File: src/rtl/spi_flash_reader.sv
// SPI flash read engine: sends READ_CMD plus a 24-bit address on a mode-0 SPI bus,
// then writes each returned byte to consecutive BRAM addresses.
module spi_flash_reader #(
    parameter int unsigned CLK_DIV  = 2,
    parameter logic [7:0]  READ_CMD = 8'h03
) (
    input  logic        clock_12mhz,
    input  logic        reset,
    input  logic        start,
    input  logic [23:0] flash_addr,
    input  logic [10:0] byte_count,
    input  logic [9:0]  bram_base,
    output logic        busy,
    output logic        done,
    output logic        flash_cs,
    output logic        flash_sclk,
    output logic        flash_mosi,
    input  logic        flash_miso,
    output logic        bram_ena,
    output logic        bram_wea,
    output logic [9:0]  bram_addra,
    output logic [7:0]  bram_dina
);

    localparam int unsigned MAX_BYTES = 1024;
    localparam logic [7:0]  DIV_LAST  = 8'(CLK_DIV - 1);
    localparam logic [8:0]  DSEL_MIN  = 9'(2 * CLK_DIV - 1);

    typedef enum logic [2:0] {
        IDLE,
        CS_SETUP,
        CMD,
        DATA,
        CS_HOLD,
        FINISH
    } state_t;

    function automatic logic [10:0] sat_byte_count(input logic [10:0] n);
        return (n > 11'(MAX_BYTES)) ? 11'(MAX_BYTES) : n;
    endfunction

    state_t      state;
    logic [7:0]  div_cnt;
    logic [8:0]  dsel_cnt;
    logic [4:0]  cmd_bit;
    logic [2:0]  data_bit;
    logic [10:0] bytes_left;
    logic [30:0] cmd_rest;
    logic [6:0]  rx_shift;
    logic [9:0]  wr_addr;

    logic        half_done;
    logic [10:0] req_count;
    logic [7:0]  rx_byte;

    assign half_done = (div_cnt == DIV_LAST);
    assign req_count = sat_byte_count(byte_count);
    assign rx_byte   = {rx_shift, flash_miso};

    always_ff @(posedge clock_12mhz) begin
        if (reset) begin
            state      <= IDLE;
            div_cnt    <= '0;
            dsel_cnt   <= '0;
            cmd_bit    <= '0;
            data_bit   <= '0;
            bytes_left <= '0;
            cmd_rest   <= '0;
            rx_shift   <= '0;
            wr_addr    <= '0;
            busy       <= 1'b0;
            done       <= 1'b0;
            flash_cs   <= 1'b1;
            flash_sclk <= 1'b0;
            flash_mosi <= 1'b0;
            bram_ena   <= 1'b0;
            bram_wea   <= 1'b0;
            bram_addra <= '0;
            bram_dina  <= '0;
        end else begin
            done     <= 1'b0;
            bram_ena <= 1'b0;
            bram_wea <= 1'b0;

            // Deselect timer: counts cycles with CS high, saturating once the gap is long enough.
            if (flash_cs && (dsel_cnt != DSEL_MIN))
                dsel_cnt <= dsel_cnt + 9'd1;

            case (state)
                IDLE: begin
                    if (start && !done && (dsel_cnt == DSEL_MIN)) begin
                        cmd_rest   <= {READ_CMD[6:0], flash_addr};
                        bytes_left <= req_count;
                        wr_addr    <= bram_base;
                        div_cnt    <= '0;
                        busy       <= 1'b1;
                        if (req_count == 11'd0) begin
                            state <= FINISH;
                        end else begin
                            state      <= CS_SETUP;
                            flash_cs   <= 1'b0;
                            flash_mosi <= READ_CMD[7];
                        end
                    end
                end

                CS_SETUP: begin
                    if (half_done) begin
                        div_cnt <= '0;
                        cmd_bit <= '0;
                        state   <= CMD;
                    end else begin
                        div_cnt <= div_cnt + 8'd1;
                    end
                end

                // MOSI only moves on the falling edge, so it is stable for the whole low half.
                CMD: begin
                    if (half_done) begin
                        div_cnt <= '0;
                        if (!flash_sclk) begin
                            flash_sclk <= 1'b1;
                        end else begin
                            flash_sclk <= 1'b0;
                            if (cmd_bit == 5'd31) begin
                                flash_mosi <= 1'b0;
                                data_bit   <= '0;
                                state      <= DATA;
                            end else begin
                                cmd_bit    <= cmd_bit + 5'd1;
                                flash_mosi <= cmd_rest[30];
                                cmd_rest   <= {cmd_rest[29:0], 1'b0};
                            end
                        end
                    end else begin
                        div_cnt <= div_cnt + 8'd1;
                    end
                end

                // MISO is captured on the edge that raises SCLK; the flash launched it on the prior fall.
                DATA: begin
                    if (half_done) begin
                        div_cnt <= '0;
                        if (!flash_sclk) begin
                            flash_sclk <= 1'b1;
                            rx_shift   <= rx_byte[6:0];
                            data_bit   <= data_bit + 3'd1;
                            if (data_bit == 3'd7) begin
                                bram_ena   <= 1'b1;
                                bram_wea   <= 1'b1;
                                bram_addra <= wr_addr;
                                bram_dina  <= rx_byte;
                                wr_addr    <= wr_addr + 10'd1;
                                bytes_left <= bytes_left - 11'd1;
                            end
                        end else begin
                            flash_sclk <= 1'b0;
                            if (bytes_left == 11'd0)
                                state <= CS_HOLD;
                        end
                    end else begin
                        div_cnt <= div_cnt + 8'd1;
                    end
                end

                CS_HOLD: begin
                    if (half_done) begin
                        div_cnt  <= '0;
                        flash_cs <= 1'b1;
                        dsel_cnt <= '0;
                        state    <= FINISH;
                    end else begin
                        div_cnt <= div_cnt + 8'd1;
                    end
                end

                FINISH: begin
                    busy  <= 1'b0;
                    done  <= 1'b1;
                    state <= IDLE;
                end

                default: state <= IDLE;
            endcase
        end
    end

endmodule

File: config.mk
export PLATFORM = sky130hd
export DESIGN_NAME = spi_flash_reader
export DESIGN_NICKNAME = d
export VERILOG_FILES = /design/src/rtl/spi_flash_reader.sv
export SDC_FILE = /design/constraint.sdc
export NUM_CORES = 1
export LEC_CHECK = 0
export CORE_MARGIN = 10
export CORE_UTILIZATION = 55
export DETAILED_ROUTE_END_ITERATION = 6
export GPL_ROUTABILITY_DRIVEN = 0
export PLACE_DENSITY_LB_ADDON = 0.12
export SYNTH_ARGS = -nofsm -noshare
export SYNTH_HDL_FRONTEND = slang
export SYNTH_SLANG_ARGS = --single-unit
File: constraint.sdc
create_clock -name clock_12mhz -period 2.9 [get_ports clock_12mhz]
set_input_delay 0.58 -clock clock_12mhz [delete_from_list [all_inputs] [get_ports clock_12mhz]]
set_output_delay 0.58 -clock clock_12mhz [all_outputs]
set_load 0.01 [all_outputs]
==> results.tsv, run 1 <==
stage	metric	value	unit
grt	antenna violations before repair	0	
yosys	syn_area_per_cell	8.326	sq um
grt	global-route track usage on met3	3.998	%
floorplan	Top Ports	74	
setup_path	cell seen most often among critical-path stages	sky130_fd_sc_hd__ha_1	
timing	endpoints failing hold	0	
timing	number of slew-limit violations in the final report	0	
yosys	post-synthesis sequential area ratio	41.90	%
timing	final critical path time including I/O delays and setup	2.399	ns
grt	peak-usage layer in the global routing report	met2	
detailed_routing	DR vias	4783	
floorplan	die area	13970	sq um
yosys	count of cell types in the netlist	62	
clock_network	CTS Buf Count	9	
floorplan	core area	9328	sq um
yosys	Gate Count Post-Synth	637	
setup_path	Setup crit start kind	flip-flop	
detailed_routing	DRC viols	0	
yosys	cell types occupying the most area after synthesis	sky130_fd_sc_hd__dfxtp_1, sky130_fd_sc_hd__nand2_1, sky130_fd_sc_hd__a21oi_1, sky130_fd_sc_hd__nor2_1, sky130_fd_sc_hd__mux2i_1	
clock_network	CTS resizes	0	
detailed_routing	DR vias/cell	5.749	
timing	actual slew at the worst max-slew pin	0.6742	ns
timing	number of setup violations in the final report	0	
timing	maximum clock rate	0.4168	GHz
pwr	peak ir drop on the vdd network	0.3097	mV
floorplan	chip width	118.2	um
yosys	largest area contributor in the netlist	sky130_fd_sc_hd__dfxtp_1	
grt	routing usage on met1	22.72	%
detailed_routing	wire length per cell after detailed routing	15.10	um
grt	largest net degree at the start of global routing	55	
pwr	internal power	2.272	mW
pwr	switching pwr	1.031	mW
pwr	switching share of total power	31.22	%
clock_network	total of hold buffers inserted after clock tree synthesis	0	
layout	layout net count	757	
floorplan	Initial Utilization	56.86	%
grt	grt total ovfl	0	
timing	Max-slew headroom	54.64	%
job	max-cap check violation count	0	
yosys	share of async-settable or async-resettable flops after synthesis	0	%
pwr	pwr/cell area	521.7	nW/um^2
timing	ratio of final minimum period to clock period	82.73	%
setup_path	ordered cell list for the critical path	ha_1, and3_1, ha_1, nand4bb_1, a2111oi_4, nand4_1, xnor2_1, and2_1	
clock_network	clock transition at the registers of the reported paths	0.10	ns
pwr	register share of total power	52.1	%
floorplan	Die Ht	118.2	um
yosys	area share of the largest cell type after synthesis	41.90	%
grt	global-route wire length before repair	21.98	mm
yosys	post-synthesis cell area	5304	sq um
outcome	outcome	finished clean	
setup_path	Max stage delay on crit path	0.54	ns
yosys	most numerous cell in the Yosys netlist	sky130_fd_sc_hd__dfxtp_1	
pwr	portion of total power attributed to the clock network	25.1	%
timing	sum of negative setup slack	0	ns
layout	fill cell total of the finished layout	800	
detailed_routing	Post-DRT Antenna Nets	0	
grt	number of global-route vias before repair	4684	
setup_path	Worst setup EP type	flip-flop	
layout	proportion of layout cells with a drive suffix above 1	7.681	%
worst_hold_path	type of the tightest min-delay check	reg2reg	
grt	routing usage on met2	30.11	%
layout	relative area change from synthesis to final layout	19.37	%
detailed_routing	WL final	12.56	mm
timing	Layout Skew	0.009737	ns
yosys	Post-synth top flop	sky130_fd_sc_hd__dfxtp_1	
setup_path	arrival time at the worst endpoint	2.67	ns
detailed_routing	number of iterations in the first detailed-routing pass	5	
setup_path	critical path data required time	3.17	ns
pwr	static leakage	2.092	nW
pwr	combinational share of power	22.8	%
layout	antenna diode instance count	0	
clock_network	# Post-CTS Setup Buffers	0	
setup_path	highest net fanout along the worst path	6	
clock_network	master cell of the clock root buffer	sky130_fd_sc_hd__clkbuf_8	
detailed_routing	violation count after the first detailed-route iteration	414	
placed_design	Port Buffer Count	73	
layout	Final Util	67.87	%
placed_design	final HPWL from detailed placement	9.040	mm
floorplan	number of standard-cell rows in the floorplan	35	
grt	gr usage total	17.95	%
yosys	number of synthesized flops with an enable pin	0	
yosys	top cell types by occurrence after synthesis	sky130_fd_sc_hd__dfxtp_1, sky130_fd_sc_hd__nand2_1, sky130_fd_sc_hd__nor2_1	
yosys	YS warnings	0	
setup_path	Worst Path Class, Setup	reg2reg	
clock_network	number of levels in the clock H-tree	3	
clock_network	CTS tree	done	
setup_path	Critical Path Slowest Stage Cell	sky130_fd_sc_hd__a2111oi_4	
clock_network	Worst-Skew Late Latency	0.37	ns
yosys	Seq cells post-synth	111	
clock_network	CTS max path bufs	2	
yosys	Syn Nets	695	
timing	setup repair after global routing missed its margin	no	
clock_network	sink count of the clock tree	111	
## critical path, delay by kind of cell (launching register included)
| family | cells | cell delay, ns |
|---|---|---|
| and+or+nand+nor | 4 | 0.81 |
| AOI/OAI and AO/OA | 1 | 0.54 |
| adders and majority gates | 2 | 0.46 |
| xor gates and xnor gates | 1 | 0.15 |
| DFF | 1 | 0.35 |
## power by group through the flow
| stage | logic, mW | clock network (mW) | registers (mW) |
|---|---|---|---|
| 6_report | 0.754 | 0.830 | 1.72 |
| 3_5_place_dp | 0.748 | 0 | 1.75 |
| 3_3_place_gp | 0.728 | 0 | 1.75 |
| 5_1_grt | 0.849 | 0.911 | 1.74 |
| 2_1_floorplan | 0.543 | 0 | 1.72 |
| 4_1_cts | 0.751 | 0.861 | 1.72 |
## cells in the final DEF, fill, tap and decap left out, drive strengths merged, types with 3 or more instances in the layout
cell	netlist	routed
o21ai	30	30
nand3	27	27
or2	5	5
nand4	9	9
xnor2	10	10
inv	9	11
nor4	7	7
or4	3	3
a211oi	27	27
a32o	3	3
nor2	79	79
a311oi	3	3
nand3b	3	3
mux2i	24	24
xor2	7	7
buf	17	17
nor2b	4	4
and2	5	5
a31oi	6	6
ha	9	9
nor3	14	14
nand2b	3	3
and3	7	7
nor4b	5	5
clkinvlp	0	3
or3	4	4
a21o	4	4
clkdlybuf4s50	0	72
or4b	3	3
a21oi	62	62
a22o	6	6
clkbuf	21	9
nor3b	5	5
dfxtp	111	111
nand2	85	85
## layout make-up
type,instances,area (sq um),area share [%]
clock buffer,9,123.9,1.957
timing repair buffer,89,858.3,13.56
clock inverter,6,45.04,0.7115
sequential,111,2222,35.10
multi-input combinational,479,2887,45.59
tap,129,161.4,2.549
inverter,9,33.78,0.5336
## layer usage
metal / vias up / routed length (um) / share of wire (%)
met3: 17 / 617 / 4.9
met5: - / 0 / 0
met2: 148 / 6052 / 48
met1: 2219 / 5737 / 46
li1: 2399 / - / -
met4: 0 / 153 / 1.2
## sequential cells by signal, summed over array words and instances (netlist names)
register    cells
bytes_left     11
cmd_bit         5
done            1
div_cnt         8
flash_sclk      1
wr_addr        10
bram_wea        1
dsel_cnt        9
bram_dina       8
flash_mosi      1
bram_addra     10
state           3
busy            1
cmd_rest       31
flash_cs        1
rx_shift        7
data_bit        3
## kinds of logic after synthesis
family / count (synthesis) / share of synthesized area [%]
and+or+nand+nor: 273 / 25.74
AOI/OAI and AO/OA: 155 / 18.92
DFF: 111 / 41.90
buffers and inverters: 47 / 3.775
muxes: 25 / 4.742
xor gates and xnor gates: 17 / 2.807
adders and majority gates: 9 / 2.123
## stage by stage
stage	hold slack [ns]	power, mW	worst slack [ns]	std cells	instance area [sq um]
floorplan	0.4321	2.267	0.7232	637	5304
global placement	0.4419	2.474	0.4891	817	6162
CTS	0.4649	3.331	0.4813	832	6331
detailed placement	0.4501	2.500	0.3910	817	6162
finish	0.4598	3.303	0.5008	832	6331
global route	0.4851	3.496	0.2717	832	6331
## path summary, 6_finish.rpt
path,slack [ns],endpoint,cells after the start,startpoint
max,0.50,cmd_bit[3]$_SDFFE_PP0P_,8,cmd_bit[0]$_SDFFE_PP0P_
min,0.46,bram_addra[9]$_SDFFE_PP0P_,2,bram_addra[9]$_SDFFE_PP0P_
max reg2reg,0.50,cmd_bit[3]$_SDFFE_PP0P_,8,cmd_bit[0]$_SDFFE_PP0P_
min reg2reg,0.46,bram_addra[9]$_SDFFE_PP0P_,2,bram_addra[9]$_SDFFE_PP0P_
Note: power is estimated with default switching activity, not from simulation.
==> run 2, diff against run 1 <==
==> constraint.sdc (replaced) <==
create_clock -name clock_12mhz -period 2.43 [get_ports clock_12mhz]
set_input_delay 0.486 -clock clock_12mhz [delete_from_list [all_inputs] [get_ports clock_12mhz]]
set_output_delay 0.486 -clock clock_12mhz [all_outputs]
set_load 0.01 [all_outputs]
==> results.tsv, run 2 (synthesis results as in run 1) <==
stage	metric	value	unit
outcome	outcome	finished clean	
detailed_routing	DR vias	4797	
detailed_routing	violation count after the first detailed-route iteration	396	
setup_path	critical path data required time	2.70	ns
layout	antenna diode instance count	0	
detailed_routing	DR vias/cell	5.711	
layout	highest-count cells in the layout ignoring fill and taps	sky130_fd_sc_hd__dfxtp_1, sky130_fd_sc_hd__nand2_1, sky130_fd_sc_hd__nor2_1	
timing	setup repair after global routing missed its margin	no	
clock_network	# Post-CTS Setup Buffers	0	
layout	proportion of layout cells with a drive suffix above 1	8.579	%
clock_network	total of hold buffers inserted after clock tree synthesis	0	
layout	sequential cell area	2222	sq um
floorplan	chip width	118.2	um
detailed_routing	number of iterations in the first detailed-routing pass	5	
grt	largest net degree at the start of global routing	54	
layout	fill cell total of the finished layout	766	
layout	number of flip-flops under the largest register name	31	
floorplan	core area	9328	sq um
worst_hold_path	type of the tightest min-delay check	reg2reg	
grt	global-route wire length before repair	21.27	mm
floorplan	Die Ht	118.2	um
layout	largest register by flop count	cmd_rest	
timing	actual slew at the worst max-slew pin	0.6905	ns
clock_network	Worst-Skew Late Latency	0.37	ns
timing	Max-slew headroom	53.54	%
timing	number of setup violations in the final report	0	
setup_path	Setup crit start kind	flip-flop	
timing	Layout Skew	0.01660	ns
floorplan	Initial Utilization	56.86	%
layout	most frequent standard cell in the layout excluding fill and tap cells	sky130_fd_sc_hd__dfxtp_1	
floorplan	number of standard-cell rows in the floorplan	35	
timing	maximum clock rate	0.4485	GHz
grt	gr usage total	17.57	%
placed_design	pre-CTS WS	0.03188	ns
timing	sum of negative setup slack	0	ns
pwr	static leakage	2.151	nW
placed_design	Port Buffer Count	73	
clock_network	master cell of the clock root buffer	sky130_fd_sc_hd__clkbuf_8	
detailed_routing	WL final	12.52	mm
layout	Multi-input gate area	2895	sq um
layout	leading registers by flop count	cmd_rest x31, bytes_left x11	
timing	ratio of final minimum period to clock period	91.75	%
detailed_routing	wire length per cell after detailed routing	14.91	um
setup_path	Worst setup EP type	flip-flop	
clock_network	CTS Buf Count	9	
timing	endpoints failing hold	0	
clock_network	CTS tree	done	
timing	final critical path time including I/O delays and setup	2.229	ns
layout	relative area change from synthesis to final layout	21.40	%
setup_path	highest net fanout along the worst path	5	
pwr	pwr/cell area	641.0	nW/um^2
layout	layout net count	764	
placed_design	final HPWL from detailed placement	9.044	mm
floorplan	die area	13970	sq um
clock_network	clock transition at the registers of the reported paths	0.11	ns
detailed_routing	Post-DRT Antenna Nets	0	
setup_path	Worst Path Class, Setup	reg2reg	
detailed_routing	DRC viols	0	
setup_path	arrival time at the worst endpoint	2.50	ns
grt	number of global-route vias before repair	4536	
pwr	peak ir drop on the vdd network	0.5324	mV
clock_network	number of levels in the clock H-tree	3	
timing	Worst Setup Slack, final	0.2005	ns
floorplan	Top Ports	74	
clock_network	CTS max path bufs	2	
grt	grt total ovfl	0	
grt	antenna violations before repair	1	
clock_network	CTS resizes	0	
clock_network	sink count of the clock tree	111	
job	max-cap check violation count	0	
timing	number of slew-limit violations in the final report	0	
run 2: metal layers:
metal / global-route usage [%] / part of all wire [%]
met3: 4.093 / 4.8
met2: 28.79 / 47
met5: 0 / 0.088
met4: 4.869 / 1.3
met1: 22.58 / 46
run 2: through the flow:
step                total power, mW  std cells  area [sq um]  hold slack (ns)  util (%)
detailed placement            3.018        824          6227           0.4485     66.76
CTS                           4.149        840          6430           0.4627     68.93
floorplan                     2.706        637          5304           0.4321         -
global placement              2.982        824          6227           0.4420     66.76
finish                        4.127        840          6439           0.4606     69.03
global route                  4.340        840          6439           0.4926     69.03
run 2: area by class of cell:
cell class,count,share of cell area [%]
clock inverter,6,1.166
tap,129,2.507
multi-input combinational,479,44.97
inverter,9,0.5247
timing repair buffer,96,14.34
clock buffer,10,1.982
sequential,111,34.51
run 2: worst paths after layout:
path,from,end,slack (ns),cells past startpoint
worst max-delay path,cmd_bit[0]$_SDFFE_PP0P_,cmd_bit[3]$_SDFFE_PP0P_,0.20,8
worst min-delay path,bram_addra[3]$_SDFFE_PP0P_,bram_addra[3]$_SDFFE_PP0P_,0.46,2
worst max register to register,cmd_bit[0]$_SDFFE_PP0P_,cmd_bit[3]$_SDFFE_PP0P_,0.20,8
worst min register to register,bram_addra[3]$_SDFFE_PP0P_,bram_addra[3]$_SDFFE_PP0P_,0.46,2
run 2: power by group:
group / leakage (nW) / internal, mW / switching, mW
clock network: 0.0994 / 0.494 / 0.646
registers: 0.896 / 1.94 / 0.113
logic: 1.16 / 0.429 / 0.508
run 2: worst max-delay path, cell delays in order (launching register included):
cell and delay (ns):
sky130_fd_sc_hd__dfxtp_1 0.35, sky130_fd_sc_hd__ha_1 0.22, sky130_fd_sc_hd__and3_1 0.18, sky130_fd_sc_hd__ha_1 0.24, sky130_fd_sc_hd__nand4bb_1 0.29, sky130_fd_sc_hd__a2111oi_4 0.39
sky130_fd_sc_hd__nand4_1 0.17, sky130_fd_sc_hd__xnor2_1 0.14, sky130_fd_sc_hd__and2_1 0.14
==> run 3, diff against run 2 <==
--- a/config.mk
+++ b/config.mk
@@ -10,6 +10,7 @@
 export DETAILED_ROUTE_END_ITERATION = 6
 export GPL_ROUTABILITY_DRIVEN = 0
 export PLACE_DENSITY_LB_ADDON = 0.12
+export SKIP_CTS_REPAIR_TIMING = 1
 export SYNTH_ARGS = -nofsm -noshare
 export SYNTH_HDL_FRONTEND = slang
 export SYNTH_SLANG_ARGS = --single-unit
==> results of run 3 <==
Final layout, timing and power as in run 2 (identical DEF).
